[src/rtl/if_id_register_pkg.sv]
// Shared MIPS32 core definitions: reset vector, instruction-memory window,
// and the IF/ID pipeline record used by the fetch/decode boundary.
package mips_defs;

   localparam logic [31:0] NOP_INSTR     = 32'h0000_0000;  // sll $0,$0,0
   localparam logic [31:0] RESET_PC      = 32'h0000_3000;
   localparam logic [31:0] IMEM_BASE     = 32'h0000_3000;
   localparam logic [31:0] IMEM_SIZE     = 32'h0000_1000;
   localparam int          CNT_W_DEFAULT = 16;

   // Contents of the decode stage as seen by everything downstream.
   typedef struct packed {
      logic [31:0] instr;
      logic [31:0] pc;
      logic [31:0] pc4;
      logic [31:0] pc8;
      logic        valid;
      logic        adel;
   } if_id_t;

   // How the register is updated this cycle when reset is not asserted.
   typedef enum logic [1:0] {
      UPD_LOAD  = 2'd0,
      UPD_STALL = 2'd1,
      UPD_FLUSH = 2'd2
   } upd_e;

   // Decode-stage record for a given PC; PC+4/PC+8 wrap modulo 2^32.
   function automatic if_id_t make_stage(input logic [31:0] instr,
                                         input logic [31:0] pc,
                                         input logic        valid,
                                         input logic        adel);
      if_id_t s;
      s.instr = instr;
      s.pc    = pc;
      s.pc4   = pc + 32'd4;
      s.pc8   = pc + 32'd8;
      s.valid = valid;
      s.adel  = adel;
      return s;
   endfunction

endpackage

[src/rtl/fetch_addr_check.sv]
// Combinational address-error check: misaligned or outside [BASE, BASE+SIZE).
// Bounds are compared as 33-bit unsigned so BASE+SIZE never overflows.
module fetch_addr_check #(
   parameter logic [31:0] IMEM_BASE  = mips_defs::IMEM_BASE,
   parameter logic [31:0] IMEM_SIZE  = mips_defs::IMEM_SIZE,
   parameter logic [1:0]  ALIGN_MASK = 2'b11
) (
   input  logic [31:0] addr,
   output logic        adel
);

   localparam logic [32:0] LO_BOUND = {1'b0, IMEM_BASE};
   localparam logic [32:0] HI_BOUND = {1'b0, IMEM_BASE} + {1'b0, IMEM_SIZE};

   logic [32:0] addr_ext;
   logic        misaligned;
   logic        below;
   logic        above;

   always_comb begin
      addr_ext   = {1'b0, addr};
      misaligned = (addr[1:0] & ALIGN_MASK) != 2'b00;
      below      = addr_ext < LO_BOUND;
      above      = addr_ext >= HI_BOUND;
      adel       = misaligned | below | above;
   end

endmodule

[src/rtl/if_id_register.sv]
// IF/ID pipeline register of the 5-stage MIPS32 core: captures instruction
// and PC, precomputes PC+4/PC+8, flags fetch AdEL, and keeps debug counters.
module if_id_register #(
   parameter logic [31:0] RESET_PC  = mips_defs::RESET_PC,
   parameter logic [31:0] IMEM_BASE = mips_defs::IMEM_BASE,
   parameter logic [31:0] IMEM_SIZE = mips_defs::IMEM_SIZE,
   parameter int          CNT_W     = mips_defs::CNT_W_DEFAULT
) (
   input  logic             clk,
   input  logic             reset,
   input  logic [31:0]      instr_F,
   input  logic [31:0]      PC_F,
   input  logic             stall,
   input  logic             flush,
   output logic [31:0]      instr_D,
   output logic [31:0]      PC_D,
   output logic [31:0]      PC4_D,
   output logic [31:0]      PC8_D,
   output logic             valid_D,
   output logic             adel_D,
   output logic [CNT_W-1:0] stall_cnt,
   output logic [CNT_W-1:0] bubble_cnt
);

   import mips_defs::*;

   localparam logic [CNT_W-1:0] CNT_ONE = {{(CNT_W-1){1'b0}}, 1'b1};
   localparam logic [CNT_W-1:0] CNT_MAX = {CNT_W{1'b1}};
   localparam if_id_t RESET_STAGE = '{
      instr: NOP_INSTR,
      pc:    RESET_PC,
      pc4:   RESET_PC + 32'd4,
      pc8:   RESET_PC + 32'd8,
      valid: 1'b0,
      adel:  1'b0
   };

   if_id_t           stage_q, stage_d;
   logic [CNT_W-1:0] stall_cnt_q, stall_cnt_d;
   logic [CNT_W-1:0] bubble_cnt_q, bubble_cnt_d;
   upd_e             upd;
   logic             fetch_adel;

   fetch_addr_check #(
      .IMEM_BASE  (IMEM_BASE),
      .IMEM_SIZE  (IMEM_SIZE),
      .ALIGN_MASK (2'b11)
   ) u_fetch_addr_check (
      .addr (PC_F),
      .adel (fetch_adel)
   );

   // Flush outranks stall so a redirect is never lost behind a hazard hold.
   always_comb begin
      if (flush) begin
         upd = UPD_FLUSH;
      end else if (stall) begin
         upd = UPD_STALL;
      end else begin
         upd = UPD_LOAD;
      end
   end

   // NOTE: every output of this block gets a default first, so no path can
   // leave a variable unassigned and infer a latch.
   always_comb begin
      stage_d      = stage_q;
      stall_cnt_d  = stall_cnt_q;
      bubble_cnt_d = bubble_cnt_q;
      unique case (upd)
         UPD_FLUSH: begin
            stage_d.instr = NOP_INSTR;
            stage_d.valid = 1'b0;
            stage_d.adel  = 1'b0;
            if (bubble_cnt_q != CNT_MAX) begin
               bubble_cnt_d = bubble_cnt_q + CNT_ONE;
            end
         end
         UPD_STALL: begin
            if (stall_cnt_q != CNT_MAX) begin
               stall_cnt_d = stall_cnt_q + CNT_ONE;
            end
         end
         UPD_LOAD: begin
            stage_d = make_stage(fetch_adel ? NOP_INSTR : instr_F,
                                 PC_F, 1'b1, fetch_adel);
         end
         default: begin
            stage_d = stage_q;
         end
      endcase
   end

   // NOTE: sequential state uses non-blocking assignments so every flop
   // samples its pre-edge value regardless of statement order.
   always_ff @(posedge clk) begin
      if (reset) begin
         stage_q      <= RESET_STAGE;
         stall_cnt_q  <= '0;
         bubble_cnt_q <= '0;
      end else begin
         stage_q      <= stage_d;
         stall_cnt_q  <= stall_cnt_d;
         bubble_cnt_q <= bubble_cnt_d;
      end
   end

   always_comb begin
      instr_D    = stage_q.instr;
      PC_D       = stage_q.pc;
      PC4_D      = stage_q.pc4;
      PC8_D      = stage_q.pc8;
      valid_D    = stage_q.valid;
      adel_D     = stage_q.adel;
      stall_cnt  = stall_cnt_q;
      bubble_cnt = bubble_cnt_q;
   end

endmodule
[config.mk]
export PLATFORM = sky130hd
export DESIGN_NAME = if_id_register
export DESIGN_NICKNAME = d
export VERILOG_FILES = /design/src/rtl/if_id_register_pkg.sv /design/src/rtl/fetch_addr_check.sv /design/src/rtl/if_id_register.sv
export SDC_FILE = /design/constraint.sdc
export NUM_CORES = 1
export LEC_CHECK = 0
export ABC_AREA = 0
export BUFFER_PORTS_ARGS = -buffer_cell sky130_fd_sc_hd__buf_2
export CAP_MARGIN = 20
export CORE_MARGIN = 4
export CORE_UTILIZATION = 45
export DETAILED_ROUTE_END_ITERATION = 10
export GPL_ROUTABILITY_DRIVEN = 0
export GPL_TIMING_DRIVEN = 0
export PLACE_DENSITY = 0.82
export SLEW_MARGIN = 25
export SYNTH_ARGS = -nofsm -noshare
export SYNTH_HDL_FRONTEND = slang
export SYNTH_SLANG_ARGS = --single-unit
[constraint.sdc]
create_clock -name clk -period 2.1 [get_ports clk]
set_input_delay 0 -clock clk [delete_from_list [all_inputs] [get_ports clk]]
set_output_delay 0 -clock clk [all_outputs]
set_load 0.05 [all_outputs]
==> impl_metrics.ini, run 1 <==
[global_routing]
grt_usage = 0.283
antenna_found_initial = 0
grt_pass1_vias = 7722
grt_max_degree = 17
overflow = 0
grt_pass1_wl_um = 41000

[critical_path]
critPathMaxStageDelay_ns = 0.84
crit_arrival_ns = 2.45
crit_chain = dlygate4sd3_1 -> buf_2 -> nand4_1 -> buf_2 -> nor3_1 -> a311oi_1 -> nor3_1
cp_max_fo = 10
crit_type = input port to flip-flop
r2r_cells = 6
critPathLaunchType = input port
slowest_stage = nor3_1
cp.required_ns = 2.45
end_kind = flip-flop

[logic_synthesis]
ys_warn_count = 0
syn_inst = 897
synthesis.nets = 970
yosysTopAreaCell = dfxtp_1
ys_seq_area_frac = 0.429
avgSynthCellArea_um2 = 8.16
synth_ff_type = dfxtp_1
synth_edf_count = 0
synthTopCellsByArea = dfxtp_1, a21oi_1, nand2_1
netlist.area_leader.share = 0.429
syn-cell-area_mm2 = 0.00732
async_flop_share = 0
synthDistinctLibCells = 56
ys_ff_latch = 157

[hold_path]
hp-class = input port to flip-flop
min_path_cells = 3

[floorplan]
dieWidth_um = 136
die-area_mm2 = 0.0184
io_pins = 230
std_cell_rows = 46
start_util = 0.461
die_y_um = 136
core_area_mm2 = 0.0159

[run]
max-cap-violations = 0

[sta]
setup_viol = 1
finalMaxSlewViolations = 0
slew_headroom = 0.319
period_needed_ns = 2.10
rsz0062_at_grt = true
fin_ws_ns = -0.00412
hold_violations = 0
worstMarginPinSlew_ns = 1.01
period_share = 1.00
clock.fmax_ghz = 0.475
skew_ns = 0.00450
whs_ns = 0.0353

[routing]
detail-route-antenna-nets = 0
post_drt_wl_per_cell_um = 18.8
wl_um = 26700
vias = 8359
drc_errors = 0
drt_iter0_markers = 799
first_pass_iters = 5
viasPerCell = 5.88

[clocking]
cts_max_path_buffers = 2
cts_tree = yes
clk_pin_slew_ns = 0.06
root_buffer = clkbuf_16
htreeDepth = 4
cts_sinks = 157
postCtsSetupRepairBufs = 0
cts_buffers = 17
clock_latency_ns = 0.42

[power]
p_per_area_mw_per_mm2 = 761
leakagePower_nw = 4.03
ir_worst_vdd_mv = 0.587

[finish]
final_cell_count_no_fill = 1421
area_delta_synth_final_pct = 35.3
final_nets = 1267
stdcell_area_mm2 = 0.00990
layout-drive-gt1-share = 0.246
fill_cells = 1380
antenna_cells = 0

[status]
violations = setup timing
status = finished, violations left

[place]
port_buffers = 218
placedInstanceArea_mm2 = 0.00868
dpl.cell_count = 1331
place_hpwl_um = 18600
==> what timing repair did <==
action,in CTS,in global routing
setup endpoints to repair,0,7
hold buffers,60,0
gates resized for setup,0,2
endpoints found under the hold margin,78,0
==> cell type report <==
class | instances | area [um^2] | area share
Multi-Input combinational cell | 653 | 3780 | 0.382
Sequential cell | 157 | 3150 | 0.318
Timing Repair Buffer | 278 | 1690 | 0.171
Clock buffer | 18 | 429 | 0.0434
Buffer | 81 | 383 | 0.0387
Tap cell | 216 | 270 | 0.0273
Clock inverter | 12 | 173 | 0.0174
Inverter | 6 | 22.5 | 0.00228
==> per-layer routing <==
| layer | global-route usage | part of all wire | up-vias |
|---|---|---|---|
| met2 | 0.465 | 0.47 | 507 |
| met4 | 0.140 | 0.046 | 0 |
| met1 | 0.361 | 0.40 | 3856 |
| li1 | - | - | 3888 |
| met3 | 0.0475 | 0.088 | 108 |
| met5 | 0 | 0 | - |
==> per-stage QoR <==
step           TNS [ns]  power [mW]   util  setup WS [ns]
2_1_floorplan         0        3.95      -         0.0397
3_3_place_gp    -0.0154        4.29  0.547       -0.00627
3_5_place_dp     -0.537        4.30  0.547        -0.0819
4_1_cts               0        7.55  0.622         0.0738
5_1_grt         -0.0272        7.76  0.623        -0.0159
6_report       -0.00412        7.53  0.623       -0.00412
==> placed cells by master (no fill, tap or decap), types with 8 or more instances in the layout <==
cell type	instances
buf_2	234
dfxtp_1	155
nand2_1	127
a21oi_1	99
dlygate4sd3_1	60
nand4_1	54
o21ai_0	50
clkbuf_1	47
nor3_1	42
nor2_1	41
nor4_1	25
a211oi_1	24
nand3_1	23
or3_1	18
clkbuf_16	17
a311oi_1	15
xnor2_1	15
and4_1	12
nor2b_1	11
buf_4	9
or4_1	9
o31ai_1	9
mux2_2	9
and3_1	8
and2_1	8
==> cell usage after synthesis (2+ instances only) <==
cell type  count
a211oi_1      24
a21oi_1       99
a311oi_1      15
a31oi_1        4
a41oi_1        2
and2_1         8
and3_1         8
and3b_1        3
and4_1        12
buf_1          5
buf_2         16
buf_4          9
buf_6          3
clkbuf_1      46
clkbuf_2       2
dfxtp_1      157
ha_1           5
inv_1          6
mux2_2         9
mux2i_1        2
nand2_1      127
nand3_1       23
nand4_1       54
nor2_1        41
nor2b_1       11
nor3_1        42
nor3b_1        3
nor4_1        26
nor4b_1        2
o21a_1         2
o21ai_0       50
o31a_1         2
o31ai_1        9
o41ai_1        4
or3_1         18
or4_1          9
xnor2_1       15
xor2_1         6
==> report_power, final <==
part	switching (mW)	total (mW)	internal, mW
logic	0.864	1.20	0.332
registers	0.0668	3.16	3.09
clock network	1.21	3.18	1.97
total	2.14	7.53	5.39
==> cell families (layout without fill, tap and decap cells) <==
kind of cell / Yosys count / in the layout / synth area share
AND/OR/NAND/NOR: 400 / 400 / 0.290
flip-flops: 157 / 157 / 0.429
buffers and inverters: 87 / 395 / 0.0554
AO/OA/AOI/OAI: 216 / 216 / 0.175
multiplexers: 11 / 11 / 0.0166
XOR/XNOR: 21 / 21 / 0.0251
adder cells (fa/ha/maj): 5 / 5 / 0.00855
==> worst max-delay path: cells and delay by family <==
family | cells | cell delay [ns]
simple gates | 3 | 1.25
buf+inv | 3 | 0.95
compound gates | 1 | 0.24
==> state kept, by name (all words and copies together), names as in the netlist <==
name        flops
PC_D           32
bubble_cnt     16
PC8_D          29
stall_cnt      16
PC4_D          30
adel_D          1
valid_D         1
instr_D        32
==> path summary, 6_finish.rpt <==
path | start | endpoint | slack, ns
min reg2reg | instr_D[31] | instr_D[31] | 0.45
max reg2reg | stall_cnt[0] | stall_cnt[6] | 0.13
max | PC_F[8] | PC4_D[25] | -0.004
min | reset | bubble_cnt[0] | 0.04
(Power assumes the default switching activity.)
==> run 2, diff against run 1 <==
--- a/config.mk
+++ b/config.mk
@@ -18,3 +18,4 @@
 export SYNTH_ARGS = -nofsm -noshare
 export SYNTH_HDL_FRONTEND = slang
 export SYNTH_SLANG_ARGS = --single-unit
+export TNS_END_PERCENT = 20
==> constraint.sdc (replaced) <==
create_clock -name clk -period 2.1 [get_ports clk]
set_input_delay 0.105 -clock clk [delete_from_list [all_inputs] [get_ports clk]]
set_output_delay 0.105 -clock clk [all_outputs]
set_load 0.05 [all_outputs]
==> run 2 against run 1 <==
  * The flow now finishes without violations
  * Final cell count shrank 1.4%
  * Sequential power is essentially flat
  * Critical path type unchanged
  * Sequential share of layout area grew 0.70 points
  * Maximum frequency grew 3.0%
  * Clock power is essentially flat
  * Largest cell class unchanged
  * Non-clock buffer count shrank 21
==> impl_metrics.ini, run 2 (synthesized netlist as in run 1, its figures left out) <==
[power]
switching_share = 0.286
power_frac_comb = 0.155
ir_worst_vdd_mv = 0.596
switchingPower_mw = 2.15
internal_power_mw = 5.36
pwr-share-clk = 0.425
leakagePower_nw = 3.94
p_per_area_mw_per_mm2 = 776
p_seq_frac = 0.420

[global_routing]
grt_pass1_wl_um = 40400
grt_max_degree = 17
grt_pass1_vias = 7618
overflow = 0
grt_usage = 0.279
antenna_found_initial = 2

[finish]
post-route-util = 0.610
stdcell_area_mm2 = 0.00969
layout-drive-gt1-share = 0.251
fill_cells = 1407
final_common_cell = buf_2
final_cell_mix = buf_2, dfxtp_1, nand2_1
multiInputGateArea_mm2 = 0.00378
final_nets = 1246
regArea_mm2 = 0.00315
area_delta_synth_final_pct = 32.4

[routing]
viasPerCell = 5.88
wl_um = 26300
drt_iter0_markers = 800
first_pass_iters = 6
vias = 8239
detail-route-antenna-nets = 0
drc_errors = 0
post_drt_wl_per_cell_um = 18.8

[hold_path]
hold_end = PC_D[7]
min_path_cells = 3
hp-class = input port to flip-flop
min-delay-start = PC_F[7]

[critical_path]
r2r_cells = 6
crit_arrival_ns = 2.33
critPathLaunchType = input port
rr_startpoint = stall_cnt[0]
end_kind = flip-flop
cp.required_ns = 2.39
setup.worst_path.start = stall
cp_max_fo = 10
r2r-end = stall_cnt[6]
crit_type = input port to flip-flop
rrSetupSlack_ns = 0.15

[floorplan]
die-area_mm2 = 0.0184
start_util = 0.461
core_area_mm2 = 0.0159
io_pins = 230
std_cell_rows = 46
die_y_um = 136
dieWidth_um = 136

[sta]
clock.fmax_ghz = 0.489
worstMarginPinSlew_ns = 0.963
skew_ns = 0.00401
hold_violations = 0
finalMaxSlewViolations = 0
period_share = 0.973
rsz0062_at_grt = true
fin_setup_tns_ns = 0
period_needed_ns = 2.04
slew_headroom = 0.353
setup_viol = 0

[place]
placedInstanceArea_mm2 = 0.00868
place_hpwl_um = 18600
port_buffers = 218

[clocking]
cts_tree = yes
htreeDepth = 4
clock_latency_ns = 0.43
root_buffer = clkbuf_16
cts_max_path_buffers = 2
postCtsSetupRepairBufs = 0
cts_sinks = 157
cts_buffers = 17
clk_pin_slew_ns = 0.06

[run]
max-cap-violations = 0

[status]
status = completed
==> run 2: layout make-up <==
class	count	area share
multi-input combinational	653	0.390
sequential	157	0.325
timing repair buffer	257	0.153
clock buffer	18	0.0443
buffer	81	0.0397
tap	216	0.0279
clock inverter	12	0.0178
inverter	6	0.00232
antenna	1	0.000258
==> run 2: how the worst max path moves through the flow <==
stage | to | slack (ns) | cells past startpoint
2_1_floorplan | bubble_cnt[0] | 0.04 | 4
3_3_place_gp | PC_D[0] | -0.11 | 5
3_5_place_dp | instr_D[30] | -0.19 | 5
4_1_cts | stall_cnt[7] | 0.09 | 6
5_1_grt | PC4_D[2] | -0.03 | 8
6_report | PC8_D[3] | 0.06 | 8
==> run 2: per-layer routing <==
metal	wire, um	GRT usage	vias to the layer above
met5	13	0	-
met4	961	0.126	2
met3	2100	0.0487	81
met2	12500	0.462	448
met1	10700	0.357	3856
li1	-	-	3852
==> run 2: power by group through the flow <==
stage	combinational (mW)	sequential, mW	clock [mW]
2_1_floorplan	0.363	3.59	0
3_3_place_gp	1.08	3.21	0
3_5_place_dp	1.09	3.22	0
4_1_cts	1.15	3.15	3.22
5_1_grt	1.23	3.16	3.33
6_report	1.16	3.16	3.19
==> run 2: what timing repair did <==
action,CTS,global route
setup endpoints to repair,0,10
hold buffers,39,0
resized for setup,0,3
hold endpoints to repair,39,0
==> run 2: worst max-delay path, stage by stage <==
cell	delay (ns)
dlygate4sd3_1	0.52
buf_2	0.19
nor2_1	0.13
clkbuf_1	0.53
buf_1	0.52
nand2_1	0.14
o21ai_0	0.11
nand2_1	0.08
==> run 2: per-stage QoR <==
stage | power, mW | hold slack [ns] | setup WS [ns] | cells
detailed placement | 4.30 | 0.369 | -0.187 | 1331
CTS | 7.52 | 0.00555 | 0.0904 | 1400
global route | 7.73 | 0.0261 | -0.0308 | 1400
floorplan | 3.95 | 0.207 | 0.0397 | 897
finish | 7.51 | 0.0159 | 0.0566 | 1401
global placement | 4.29 | 0.364 | -0.111 | 1331
